--- config.mk ---
export PLATFORM = sky130hd
export DESIGN_NAME = eflags_writer
export DESIGN_NICKNAME = d
export VERILOG_FILES = /design/src/rtl/eflags_writer.sv
export SDC_FILE = /design/constraint.sdc
export NUM_CORES = 1
export LEC_CHECK = 0
export ABC_AREA = 1
export BUFFER_PORTS_ARGS = -buffer_cell sky130_fd_sc_hd__buf_2
export CAP_MARGIN = 20
export CORE_MARGIN = 2
export CORE_UTILIZATION = 55
export CTS_CLUSTER_SIZE = 8
export DETAILED_ROUTE_END_ITERATION = 16
export PLACE_DENSITY = 0.81
export SLEW_MARGIN = 0
export SYNTH_ARGS = -nofsm -noshare
export SYNTH_HDL_FRONTEND = slang
export SYNTH_SLANG_ARGS = --single-unit
--- constraint.sdc ---
create_clock -name clk -period 4.35 [get_ports clk]
set_input_delay 0.435 -clock clk [delete_from_list [all_inputs] [get_ports clk]]
set_output_delay 0.435 -clock clk [all_outputs]
set_load 0.05 [all_outputs]
--- src/rtl/eflags_writer.sv ---
// Two-stage compare pipeline that writes CF/ZF/SF/OF(/PF) into a registered EFLAGS and
// arbitrates direct full-register writes. Define EFLAGS_PARITY_EN to have compares update PF.
module eflags_writer #(
   parameter int unsigned          OPCODE_W   = 8,
   parameter int unsigned          REG_W      = 64,
   parameter logic [OPCODE_W-1:0]  MICRO_CMP  = 8'h20,
   parameter logic [OPCODE_W-1:0]  MICRO_CMPI = 8'h21,
   parameter int unsigned          EFLAGS_CF  = 0,
   parameter int unsigned          EFLAGS_PF  = 2,
   parameter int unsigned          EFLAGS_ZF  = 6,
   parameter int unsigned          EFLAGS_SF  = 7,
   parameter int unsigned          EFLAGS_OF  = 11
) (
   input  logic                clk,
   input  logic                rst,
   input  logic                in_valid,
   input  logic [OPCODE_W-1:0] opcode,
   input  logic [REG_W-1:0]    lhs,
   input  logic [REG_W-1:0]    rhs,
   input  logic                flush,
   input  logic                wr_en,
   input  logic [REG_W-1:0]    wr_data,
   output logic                wr_ready,
   output logic [REG_W-1:0]    eflags,
   output logic                pending,
   output logic                done
);

`ifdef EFLAGS_PARITY_EN
   localparam bit ParityEn = 1'b1;
`else
   localparam bit ParityEn = 1'b0;
`endif

   localparam logic [REG_W-1:0] EflagsRst = REG_W'(2);

   logic               cmp_accept;
   logic               s1_valid_d, s1_valid_q;
   logic               s2_valid_d, s2_valid_q;
   // S2 only needs the operand signs for OF, so only those are kept from lhs/rhs.
   logic               lhs_sign_d, lhs_sign_q;
   logic               rhs_sign_d, rhs_sign_q;
   logic [REG_W:0]     diff_d, diff_q;
   logic [REG_W-1:0]   eflags_d, eflags_q;
   logic               cf, zf, sf, of, pf;

   assign cmp_accept = in_valid & ~flush & ((opcode == MICRO_CMP) | (opcode == MICRO_CMPI));

   assign pending  = s1_valid_q | s2_valid_q;
   assign wr_ready = ~pending;
   assign done     = s2_valid_q;
   assign eflags   = eflags_q;

   always_comb begin
      s1_valid_d = cmp_accept;
      lhs_sign_d = lhs_sign_q;
      rhs_sign_d = rhs_sign_q;
      diff_d     = diff_q;
      if (cmp_accept) begin
         lhs_sign_d = lhs[REG_W-1];
         rhs_sign_d = rhs[REG_W-1];
         // Extra top bit captures the borrow for CF.
         diff_d     = {1'b0, lhs} - {1'b0, rhs};
      end
   end

   always_comb begin
      cf = diff_q[REG_W];
      zf = (diff_q[REG_W-1:0] == '0);
      sf = diff_q[REG_W-1];
      of = (lhs_sign_q != rhs_sign_q) & (diff_q[REG_W-1] != lhs_sign_q);
      pf = ~^diff_q[7:0];
   end

   always_comb begin
      s2_valid_d = s1_valid_q & ~flush;
      eflags_d   = eflags_q;
      if (wr_en && wr_ready) begin
         eflags_d = wr_data;
      end
      // A flush kills the S2 write too, so eflags holds at the flush edge.
      if (s1_valid_q && !flush) begin
         eflags_d[EFLAGS_CF] = cf;
         eflags_d[EFLAGS_ZF] = zf;
         eflags_d[EFLAGS_SF] = sf;
         eflags_d[EFLAGS_OF] = of;
         if (ParityEn) begin
            eflags_d[EFLAGS_PF] = pf;
         end
      end
   end

   always_ff @(posedge clk or posedge rst) begin
      if (rst) begin
         s1_valid_q <= 1'b0;
         s2_valid_q <= 1'b0;
         lhs_sign_q <= 1'b0;
         rhs_sign_q <= 1'b0;
         diff_q     <= '0;
         eflags_q   <= EflagsRst;
      end else begin
         s1_valid_q <= s1_valid_d;
         s2_valid_q <= s2_valid_d;
         lhs_sign_q <= lhs_sign_d;
         rhs_sign_q <= rhs_sign_d;
         diff_q     <= diff_d;
         eflags_q   <= eflags_d;
      end
   end

endmodule

* Yosys cells after proc, flatten, opt, wreduce, memory -nomap -nowiden
Index checks and enable logic that the tools add are counted.
** Word-level totals
- Register bits :: 133
- Bits of input ports :: 205
- Output and inout port bits :: 67
** Cells by class
- Reductions and logical operators :: 5
- Add/subtract/negate cells :: 1
- Multiplexer cells :: 4
- Bitwise gates (word level) :: 8
- Equality and inequality tests :: 4
** Operator list (number)
- 64-bit by 64-bit subtractor with 65-bit output :: 1
- 64-bit zero test :: 1
- 8-bit by 6-bit equality test with 1-bit output (second input constant) :: 2
- 12-bit two-way mux :: 1
- 1-bit AND :: 4
- 1-bit logical AND :: 2
- 1-bit two-way mux :: 2
- 2-bit two-way mux :: 1
- 1-bit != test :: 2
- 1-bit NOT :: 2
- 1-bit bitwise OR :: 2
- 2-bit nonzero test :: 1
- 1-bit zero test :: 1

* Longest topological paths before layout
- Depth after elaboration :: 5
- Depth in mapped cells :: 17
- Mapped depth without buffers :: 17

* Worst setup path after synthesis
No wires, ideal clock.
- Path kind :: register to register
- From :: reg s2_valid_q (netlist: done)
- To :: reg eflags_q[10] (netlist: eflags[10])
- Setup slack :: 2.086 ns
- Cell stages (with the launch flop) :: 8
- Path buffers :: 2
- Arrival time :: 2.198 ns
- Cells stage by stage :: dfrtp_1 -> nor2_1 -> nand2_1 -> inv_1 -> buf_2 -> buf_2 -> nand2_1 -> nand2_1
** Between the ends
- Longest elaborated chain between the ends :: 3
** RTL lines
- from (decl) :: line 39 : logic s2_valid_d, s2_valid_q;
- from (signal assigned) :: line 103 : s2_valid_q <= s2_valid_d;
- 1-bit bitwise OR :: line 49 : assign pending = s1_valid_q | s2_valid_q;
- 1-bit NOT :: line 50 : assign wr_ready = ~pending;
- via wr_ready :: line 23 : output logic wr_ready,
- 1-bit logical AND :: line 78 : if (wr_en && wr_ready) begin
- to (signal assigned) :: line 100 : eflags_q <= EflagsRst;
- to (signal assigned) :: line 107 : eflags_q <= eflags_d;
- to (decl) :: line 44 : logic [REG_W-1:0] eflags_d, eflags_q;
The timed path passes the listed nets, and every way through them passes these cells.
A chain may end at the register's enable or synchronous reset.

* Final worst setup path
- From :: reg s2_valid_q (netlist: done)
- To :: reg eflags_q[0] (netlist: eflags[0])
** Between the ends
- Longest elaborated chain between the ends :: 4
** RTL lines (line)
- 1-bit bitwise OR :: 49
- 1-bit NOT :: 50
- 1-bit logical AND :: 78
- 2-bit nonzero test (no source line)
No other way between the ends.

==> results.py <==
metrics = {
    "final_layout": {
        "instances_no_fill": 2457,
        "area.growth.synth_to_final_pct": 20.2,
        "final_util_pct": 66.9,
        "drive_gt1_share_pct": 15.7,
        "nets": 2442,
    },
    "die": {
        "die_w_um": 147,
        "die_area_sq_um": 21500,
        "ios": 272,
        "initial_core_util_pct": 55.6,
        "core_area_sq_um": 20100,
        "die_h_um": 147,
        "core.rowCount": 52,
    },
    "sta": {
        "rsz0062_at_grt": "false",
        "relSlewSlack_pct": 25.0,
        "setup_viol": 0,
        "worst_clock_skew_ps": 6.89,
        "fmax_mhz": 449,
        "hold_viol": 0,
        "maxSlewViolCount": 0,
        "period_share_pct": 51.2,
        "worstMarginPinSlew_ps": 1120,
        "period_needed_ps": 2230,
        "hold-worst-slack_ps": 210,
        "fin_setup_tns_ps": 0,
    },
    "clock_tree": {
        "cts_tree": "yes",
        "cts_made_buffers": 17,
        "cts.root.buffer_cell": "clkbuf_16",
        "cts_resized": 0,
        "hold_buffers": 0,
        "cts.htree.levels": 4,
        "clockBufferDepth": 2,
        "cts_setup_buffers": 0,
        "clkTransAtPathRegs_ps": 60,
        "clk_latency_ps": 410,
        "clock-sinks": 133,
    },
    "synth": {
        "synth_top_family_by_area": "simple AND/OR/NAND/NOR gates",
        "synth_compound_area_share_pct": 4.26,
        "synth.avg_cell_area_sq_um": 5.87,
        "synth.area.top_cells": "nand2_1 (30%), dfrtp_1 (30%), inv_1 (13%), ha_1 (7.2%), nand3_1 (4.3%)",
        "synth_nets": 2175,
        "synthFlopType": "dfrtp_1",
        "yosys.area_share.simple_pct": 43.0,
        "yosys_warnings": 0,
        "syn_area_sq_um": 11200,
        "synth-xor-area-share_pct": 1.64,
        "synthMuxAreaShare_pct": 0,
        "async_flop_share_pct": 100,
        "synth_area_leader_cell": "nand2_1",
        "synth_cells": 1905,
        "ys_seq_elements": 133,
        "synthAdderAreaFrac_pct": 7.34,
        "synth_commonest_cells": "nand2_1 (889), inv_1 (376), dfrtp_1 (132)",
        "yosys.cell_count.top_type": "nand2_1",
        "yosysSeqAreaShare_pct": 29.8,
        "synth_edf_count": 0,
        "synth_top_area_share_pct": 29.8,
        "yosysUniqueCellTypes": 34,
    },
    "power": {
        "total_power_mw": 4.23,
        "leakage_nw": 8.58,
        "p_per_area_nw_per_um2": 315,
        "peakVddDrop_mv": 0.271,
    },
    "grt": {
        "antenna_found_initial": 2,
        "grtUsageTotal_pct": 32.3,
        "grt_max_degree": 73,
        "grt_pass1_wl_mm": 55.2,
        "first_global_vias": 11100,
        "grt.overflow.total": 0,
    },
    "worst_setup_path": {
        "required_ps": 4620,
        "crit_path_frequent_cell": "nor2_1",
        "crit_path_start_kind": "flop",
        "worst_path_dominant_cell_family": "simple AND/OR/NAND/NOR gates",
        "r2r-start": "done",
        "endpoint_kind": "flop",
        "crit_chain": "nor2_1, nand2_2, inv_2, nor2_1, nand2_1, nand3_1",
        "crit_arrival_ps": 2500,
        "crit_type": "flop to flop",
        "cpPeakStageDelay_ps": 750,
        "r2r_setup_slack_ps": 2120,
        "worstRegToRegCells": 6,
        "cp_num_buf_inv": 1,
        "slowest_stage": "inv_2",
        "timing.rr.end": "eflags[0]",
        "path_max_fanout": 65,
    },
    "detailed_routing": {
        "first_pass_iters": 5,
        "drt_iter0_markers": 998,
        "drcViolationCount": 0,
        "wirelength_mm": 34.6,
        "highest_layer": "met4",
        "wl_met2_mm": 15.5,
        "wirelength_met1_mm": 15.3,
        "wl_met3_mm": 3.19,
        "via_per_inst": 5.02,
        "dr_total_vias": 12300,
        "antenna_left": 0,
        "wl_per_cell_um": 14.1,
    },
    "run": {
        "cap_violations": 0,
    },
    "place": {
        "gp_congestion": 0.983,
        "dpl.cell_count": 2423,
        "dp_hpwl_mm": 28.5,
        "port-buffer-count": 271,
    },
    "outcome": {
        "status": "complete, no violations",
    },
    "hold_path": {
        "hp-class": "input port to asynchronous set/reset pin",
    },
}
-- worst max-delay path by stage --
stage / endpoint / from / cells past startpoint
floorplan: diff_q[0] / rst / 1
global placement: diff_q[64] / lhs[0] / 16
detailed placement: diff_q[56] / lhs[0] / 16
CTS: eflags[0] / done / 6
global route: eflags[0] / done / 6
finish: eflags[0] / done / 6
-- state kept, by name (all words and copies together), names as in the netlist --
name and flops:
diff_q 65, rhs_sign_q 1, lhs_sign_q 1, done 1, eflags 64, s1_valid_q 1
-- cells in the final DEF, fill, tap and decap left out, types with 6 or more instances in the layout --
| master | n |
|---|---|
| a21oi_1 | 50 |
| buf_2 | 271 |
| clkbuf_16 | 17 |
| dfrtp_1 | 132 |
| ha_1 | 64 |
| inv_1 | 374 |
| inv_2 | 8 |
| nand2_1 | 887 |
| nand2_2 | 11 |
| nand3_1 | 95 |
| nand3b_1 | 8 |
| nand4_1 | 16 |
| nor2_1 | 115 |
| nor2_2 | 6 |
| nor3_1 | 13 |
| nor4_1 | 18 |
| o21ai_0 | 15 |
| o21ai_1 | 20 |
| xnor2_1 | 20 |
-- layer usage --
metal  track usage (%)  vias to the layer above
met3              5.75                       39
met5                 0                        -
met4              7.62                        0
li1                  -                     6243
met2              52.1                      572
met1              45.5                     5468
-- power by group --
group	switching [mW]	internal (mW)	leakage, nW
Combinational	0.922	0.420	6.55
Clock	0.544	0.967	0.306
Sequential	0.0516	1.33	1.73
Total	1.52	2.72	8.58
-- kinds of logic (layout without fill, tap and decap cells) --
family | count (synthesis) | after routing
AND/OR/NAND/NOR | 1183 | 1183
buffers and inverters | 414 | 694
flip-flops | 133 | 133
AO/OA/AOI/OAI | 89 | 89
adder cells (fa/ha/maj) | 65 | 65
XOR/XNOR | 21 | 21
other | 0 | 2
-- area by class of cell --
| class | instances | area, sq um |
|---|---|---|
| fill | 1876 | 6660 |
| inverter | 387 | 1460 |
| clock buffer | 18 | 429 |
| timing repair buffer | 275 | 1400 |
| multi-input combinational | 1358 | 6290 |
| antenna | 2 | 5.00 |
| sequential | 133 | 3330 |
| clock inverter | 14 | 199 |
| tap | 270 | 338 |
-- stage by stage --
step	area, sq um	worst slack [ps]
6_report	13400	2120
5_1_grt	13400	2000
4_1_cts	13400	2110
3_5_place_dp	12800	1830
3_3_place_gp	12800	1830
2_1_floorplan	11200	362
Power figures use the tool's default switching activity.
